==> src/rtl/wb_arbiter.sv <==
// Writeback arbiter: three one-entry result buffers (ALU, LSU, MD) merged onto the single
// register file write port, fixed priority with age promotion; 2-cycle capture-to-write latency.
module wb_arbiter #(
  parameter int DataWidth    = 32,
  parameter int AddrRegWidth = 5,
  parameter int MaxWait      = 4
) (
  input  logic                       brq_clk,
  input  logic                       brq_rst,
  input  logic                       alu_valid,
  input  logic [AddrRegWidth-1:0]    alu_rd,
  input  logic [DataWidth-1:0]       alu_data,
  output logic                       alu_ready,
  input  logic                       lsu_valid,
  input  logic [AddrRegWidth-1:0]    lsu_rd,
  input  logic [DataWidth-1:0]       lsu_data,
  output logic                       lsu_ready,
  input  logic                       md_valid,
  input  logic [AddrRegWidth-1:0]    md_rd,
  input  logic [DataWidth-1:0]       md_data,
  output logic                       md_ready,
  output logic                       writeEn,
  output logic [AddrRegWidth-1:0]    writeDataSel,
  output logic [DataWidth-1:0]       writeData,
  output logic [2**AddrRegWidth-1:0] wb_pending
);

  localparam int NSrc = 3;
  localparam int NReg = 2**AddrRegWidth;

  logic [NSrc-1:0]         in_vld;
  logic [AddrRegWidth-1:0] in_rd   [NSrc];
  logic [DataWidth-1:0]    in_data [NSrc];

  logic [NSrc-1:0]         buf_v_q, buf_v_d;
  logic [AddrRegWidth-1:0] buf_rd_q   [NSrc];
  logic [AddrRegWidth-1:0] buf_rd_d   [NSrc];
  logic [DataWidth-1:0]    buf_data_q [NSrc];
  logic [DataWidth-1:0]    buf_data_d [NSrc];
  logic [3:0]              buf_age_q  [NSrc];
  logic [3:0]              buf_age_d  [NSrc];

  logic                    we_q, we_d;
  logic [AddrRegWidth-1:0] sel_q, sel_d;
  logic [DataWidth-1:0]    wdata_q, wdata_d;

  logic [NSrc-1:0]         promoted;
  logic [NSrc-1:0]         grant;
  logic [NSrc-1:0]         rdy;
  logic                    found;
  logic [AddrRegWidth-1:0] gnt_rd;
  logic [DataWidth-1:0]    gnt_data;

  assign in_vld     = {md_valid, lsu_valid, alu_valid};
  assign in_rd[0]   = alu_rd;
  assign in_rd[1]   = lsu_rd;
  assign in_rd[2]   = md_rd;
  assign in_data[0] = alu_data;
  assign in_data[1] = lsu_data;
  assign in_data[2] = md_data;

  // Grant looks only at buffer state, so ready never depends on the valid inputs.
  always_comb begin
    promoted = '0;
    grant    = '0;
    found    = 1'b0;
    gnt_rd   = '0;
    gnt_data = '0;
    for (int i = 0; i < NSrc; i++) begin
      promoted[i] = buf_v_q[i] && (buf_age_q[i] >= 4'(MaxWait));
    end
    for (int i = 0; i < NSrc; i++) begin
      if (!found && ((|promoted) ? promoted[i] : buf_v_q[i])) begin
        grant[i] = 1'b1;
        found    = 1'b1;
      end
    end
    for (int i = 0; i < NSrc; i++) begin
      if (grant[i]) begin
        gnt_rd   = buf_rd_q[i];
        gnt_data = buf_data_q[i];
      end
    end
  end

  assign rdy       = ~buf_v_q | grant;
  assign alu_ready = rdy[0];
  assign lsu_ready = rdy[1];
  assign md_ready  = rdy[2];

  always_comb begin
    for (int i = 0; i < NSrc; i++) begin
      buf_v_d[i]    = buf_v_q[i];
      buf_rd_d[i]   = buf_rd_q[i];
      buf_data_d[i] = buf_data_q[i];
      buf_age_d[i]  = buf_age_q[i];
      if (in_vld[i] && rdy[i]) begin
        buf_v_d[i]    = 1'b1;
        buf_rd_d[i]   = in_rd[i];
        buf_data_d[i] = in_data[i];
        buf_age_d[i]  = '0;
      end else if (grant[i]) begin
        buf_v_d[i]   = 1'b0;
        buf_age_d[i] = '0;
      end else if (buf_v_q[i] && (buf_age_q[i] != 4'hF)) begin
        buf_age_d[i] = buf_age_q[i] + 4'd1;
      end
    end
    // Writes to x0 are consumed here but never reach the register file.
    we_d    = found && (gnt_rd != '0);
    sel_d   = found ? gnt_rd : sel_q;
    wdata_d = found ? gnt_data : wdata_q;
  end

  always_ff @(posedge brq_clk or posedge brq_rst) begin
    if (brq_rst) begin
      buf_v_q <= '0;
      for (int i = 0; i < NSrc; i++) begin
        buf_rd_q[i]   <= '0;
        buf_data_q[i] <= '0;
        buf_age_q[i]  <= '0;
      end
      we_q    <= 1'b0;
      sel_q   <= '0;
      wdata_q <= '0;
    end else begin
      buf_v_q <= buf_v_d;
      for (int i = 0; i < NSrc; i++) begin
        buf_rd_q[i]   <= buf_rd_d[i];
        buf_data_q[i] <= buf_data_d[i];
        buf_age_q[i]  <= buf_age_d[i];
      end
      we_q    <= we_d;
      sel_q   <= sel_d;
      wdata_q <= wdata_d;
    end
  end

  always_comb begin
    wb_pending = '0;
    for (int i = 0; i < NSrc; i++) begin
      if (buf_v_q[i]) wb_pending[buf_rd_q[i]] = 1'b1;
    end
    if (we_q) wb_pending[sel_q] = 1'b1;
    wb_pending[0] = 1'b0;
  end

  assign writeEn      = we_q;
  assign writeDataSel = sel_q;
  assign writeData    = wdata_q;

  logic unused_nreg;
  assign unused_nreg = (NReg == 0);

endmodule

==> config.mk <==
export PLATFORM = sky130hd
export DESIGN_NAME = wb_arbiter
export DESIGN_NICKNAME = d
export VERILOG_FILES = /design/src/rtl/wb_arbiter.sv
export SDC_FILE = /design/constraint.sdc
export NUM_CORES = 1
export LEC_CHECK = 0
export BUFFER_PORTS_ARGS = -buffer_cell sky130_fd_sc_hd__buf_2
export CAP_MARGIN = 40
export CORE_MARGIN = 2
export CORE_UTILIZATION = 35
export CTS_CLUSTER_DIAMETER = 60
export DETAILED_ROUTE_END_ITERATION = 10
export PLACE_DENSITY = 0.63
export SYNTH_ARGS = -nofsm -noshare
export SYNTH_HDL_FRONTEND = slang
export SYNTH_SLANG_ARGS = --single-unit
==> constraint.sdc <==
create_clock -name brq_clk -period 12.7 [get_ports brq_clk]
set_clock_uncertainty 0.15 [all_clocks]
set_input_delay 1.905 -clock brq_clk [delete_from_list [all_inputs] [get_ports brq_clk]]
set_output_delay 1.905 -clock brq_clk [all_outputs]
set_load 0.02 [all_outputs]
# == After elaboration in Yosys (flattened, before gate mapping) ==
# Cells that the tools add are included.
# word_totals
register_bits,164
latchBits,0
ram_bits,0
romBits,0
input_bits,116
out_inout_bits,73
wordCells,104
n_memories,0
# op_classes
add_sub_neg,3
mul,0
div,0
magnitude_cmp,11
eq_ne,3
shifts,0
muxes,41
bitwise,5
n_reduce_logical,26
# op_table
cell,count
2-to-1 mux 32 bit,7
bitwise OR 32 bit,3
2-to-1 mux 4 bit,9
"< comparator 5 x 6 -> 1 bit, second input constant",4
demux 1 bit (select 5 bit),4
"greater-or-equal comparator 5 x 1 -> 1 bit, second input constant",4
2-to-1 mux 1 bit,18
logical AND 1 bit,16
2-to-1 mux 5 bit,3
"adder 4 x 1 -> 4 bit, second input constant",3
"greater-or-equal comparator 4 x 3 -> 1 bit, second input constant",3
"inequality test 4 bit, second input constant",3
nonzero test 3 bit,3
nonzero test 2 bit,3
nonzero test 5 bit,1
NOT 3 bit,1
bitwise OR 3 bit,1
OR reduction 3 bit,1
logical NOT 1 bit,2

# == Depth between registers and ports, before layout ==
# logic_depth
word_depth,14
ltp_mapped,8
depth_no_buf,6

# == Worst setup path after synthesis ==
# OpenSTA, ideal clock, no wires.
# synth_path
path_kind,register -> output
startpoint,register buf_v_q[2]
endpoint,output wb_pending[20]
arrival_ns,1.629
t_required_ns,10.645
path_slack_ns,9.016
stages_incl_launch_ff,6
n_path_buf,2
cell_sequence,dfrtp_1 > buf_2 > or3b_2 > clkbuf_1 > o32ai_1 > a221o_1
# synth_via
elab_chain_cells,3
# synth_lines
element,line,source
start: declaration,35,"logic [NSrc-1:0] buf_v_q, buf_v_d;"
start signal: assignment,127,buf_v_q <= buf_v_d;
2-to-1 mux 32 bit *,142,if (buf_v_q[i]) wb_pending[buf_rd_q[i]] = 1'b1;
bitwise OR 32 bit (no source line),n/a,
2-to-1 mux 32 bit *,144,if (we_q) wb_pending[sel_q] = 1'b1;
end: declaration,25,output logic [2**AddrRegWidth-1:0] wb_pending
# Every way passes the cells marked *; elsewhere a longest branch is shown, timed or not.

# == Worst setup path after layout ==
# layout_path
startpoint,register buf_v_q[0]
endpoint,output wb_pending[8]
# layout_via
elab_chain_cells,7
# layout_lines
element,line
2-to-1 mux 32 bit *,142
bitwise OR 32 bit (no source line),n/a
2-to-1 mux 32 bit *,142
bitwise OR 32 bit (no source line),n/a
2-to-1 mux 32 bit *,142
bitwise OR 32 bit (no source line),n/a
2-to-1 mux 32 bit *,144
# Marks and branches as above.

==> reports/qor.yml <==
rows: 54
netlist_top_cells_count: "nand2_1 (212), dfrtp_1 (164), clkbuf_1 (40)"
numClockSinks: 164
path_delay_family: "simple AND/OR/NAND/NOR gates"
yosysMostFrequentCell: "nand2_1"
port-buffer-count: 187
crit_path_end_kind: "output port"
reg2reg_slack_ns: 9.71
overflow: 0
io_pins: 189
finalSetupViolCount: 0
synth.distinct_cells: 50
grt_first_pass_wirelength_mm: 35.89
p_per_area_nw_per_um2: 259.5
synth_top_area_share: 0.5277
reg2reg_to: "buf_data_q[23]"
post_cts_resized: 0
route.antenna.remaining_nets: 0
slowest_stage: "nor3b_1"
dpl-instance-area_sq_um: 8994
top_layer: "met4"
dr_wl_met3_mm: 1.840
routedWlPerCell_microns: 18.79
worstHoldStart: "buf_data_q[52]"
peakVddDrop_mv: 0.1124
path_class: "reg2out"
max_freq_ghz: 0.2270
async_flop_share: 1.000
slew_headroom: 0.4278
cts_setup_buffers: 0
yosys.area.top_type: "dfrtp_1"
dpl_worst_slack_ns: 8.748
clk_pin_slew_ns: 0.06
syn_area_sq_um: 7777
syn_nets: 869
wirelength_mm: 22.62
cts_root_buf: "clkbuf_16"
path_cells: "nor3b_1 > a22oi_1 > o221ai_1 > buf_2"
max_cap_viol_count: 0
postCtsHoldBufs: 0
hold_viol: 0
synth_area_leaders: "dfrtp_1 (53%), nand2_1 (10%), mux2_1 (5.4%), mux2_2 (5.4%), a222oi_1 (4.5%)"
crit_required_ns: 10.64
wl_met1_mm: 9.818
whs_endpoint: "writeData[20]"
post-route-period-util: 0.3469
drt_first_pass_iters: 8
rsz0062_at_grt: "false"
clk_latency_ns: 0.41
grt_pass1_vias: 6472
synth_warnings: 0
period_minus_slack_ns: 4.406
drive_above_1_share: 0.3059
cts_buffers: 17
p_leak_nw: 4.602
fin_nets: 1031
reg2regPathDepth: 7
synth_cells: 750
grt_use_total: 0.1932
final_cells: 1204
vias: 6525
htreeDepth: 4
cp.arrival_ns: 2.35
die_y_microns: 153.1
syn_avg_cell_area_sq_um: 10.37
slew_viol_final: 0
startpoint_type: "register"
core_area_sq_um: 21820
min_path_type: "reg2reg"
fp.dieW_microns: 153.1
synth_edf_count: 0
cp_num_buf_inv: 1
status: "completed"
route.met2.wl_mm: 10.55
path_max_fanout: 13
clockBufferDepth: 2
r2r_start: "buf_v_q[2]"
fin_ws_ns: 8.294
ys_ff_latch: 164
synth_ff_type: "dfrtp_1"
die_area_sq_um: 23430
max_stage_delay_ns: 0.75
globalplace.congestion: 0.9631
dp.cells: 1173
start_util: 0.3564
route.detailed.drc: 0
tightest_slew_ns: 0.8565
syn2layout_area_growth_pct: 22.83
drtIter0Drc: 520
cts_tree: "built"
antenna_found_initial: 1
avgViaCountPerCell: 5.419
grt_start_max_net_pins: 88
hold_depth: 2
dp_hpwl_mm: 15.52
setup-tns-final_ns: 0
synth_seq_area_share: 0.5277
finish.instance_area_sq_um: 9553
-- how the worst max path moves through the flow --
stage,slack (ns),end,from,depth (start not counted)
after floorplan,6.21,buf_age_q[0],brq_rst,1
after global placement,8.76,wb_pending[8],buf_v_q[0],4
after detailed placement,8.75,wb_pending[8],buf_v_q[0],4
after CTS,8.29,wb_pending[8],buf_v_q[0],4
after global routing,8.08,wb_pending[8],buf_v_q[0],4
final,8.29,wb_pending[8],buf_v_q[0],4
-- worst register-to-register path, cell delays in order, from the launching register on --
cell and delay, ns:
dfrtp_1 0.60, o21ai_1 0.25, or4_1 0.50, o211ai_4 0.12
inv_2 0.07, a21oi_4 0.26, buf_4 0.50, mux2_1 0.41
-- sequential cells by signal, summed over array words and instances (netlist names) --
signal	cells
buf_rd_q	15
buf_data_q	96
writeDataSel	5
writeEn	1
buf_age_q	12
buf_v_q	3
writeData	32
-- stage by stage --
step	utilization	power, mW	hold WS [ns]
floorplan	-	1.643	0.2905
global placement	0.4074	1.964	0.2973
detailed placement	0.4121	1.996	0.3082
CTS	0.4375	2.495	0.3199
global route	0.4375	2.643	0.3327
finish	0.4377	2.479	0.3169
-- report_power, final --
part	internal (mW)	switching, mW
Clock	0.291	0.200
Sequential	0.747	0.200
Combinational	0.414	0.626
Total	1.45	1.03
-- cell families after synthesis --
logic type,after synthesis,share of synthesized area
muxes,76,0.1097
adders and majority gates,3,0.004827
other,1,0.0004822
DFF,164,0.5277
buffers and inverters,65,0.03748
AOI/OAI and AO/OA,112,0.1237
and+or+nand+nor,322,0.1882
xor gates and xnor gates,7,0.007883
-- final cells by class --
class	count	area [sq um]
multi-input cells	521	3413
flip-flops and latches	164	4104
clock buffers	20	446.7
inverters	10	42.54
well taps	280	350.3
fillers	2123	12270
repair buffers	198	1084
diodes	2	5.005
clock inverters	9	107.6
-- routing by layer --
layer / GRT usage / vias up
met5: 0 / -
met4: 0.06129 / 0
met3: 0.05274 / 28
met2: 0.3019 / 275
met1: 0.2622 / 3204
li1: - / 3018
-- placed cells by master (no fill, tap or decap), types with 9 or more instances in the layout --
| master | Yosys | final |
|---|---|---|
| a22oi_1 | 20 | 20 |
| nor3_1 | 12 | 11 |
| and3b_1 | 9 | 9 |
| clkbuf_16 | 0 | 17 |
| nor2_1 | 22 | 22 |
| mux2_2 | 37 | 37 |
| mux2_1 | 37 | 37 |
| dfrtp_1 | 164 | 164 |
| o221ai_1 | 24 | 24 |
| nand2_1 | 212 | 211 |
| nand3b_1 | 10 | 10 |
| a222oi_1 | 35 | 35 |
| nand3_1 | 16 | 16 |
| buf_2 | 5 | 187 |
No activity file was read; power rests on OpenSTA's default activity.
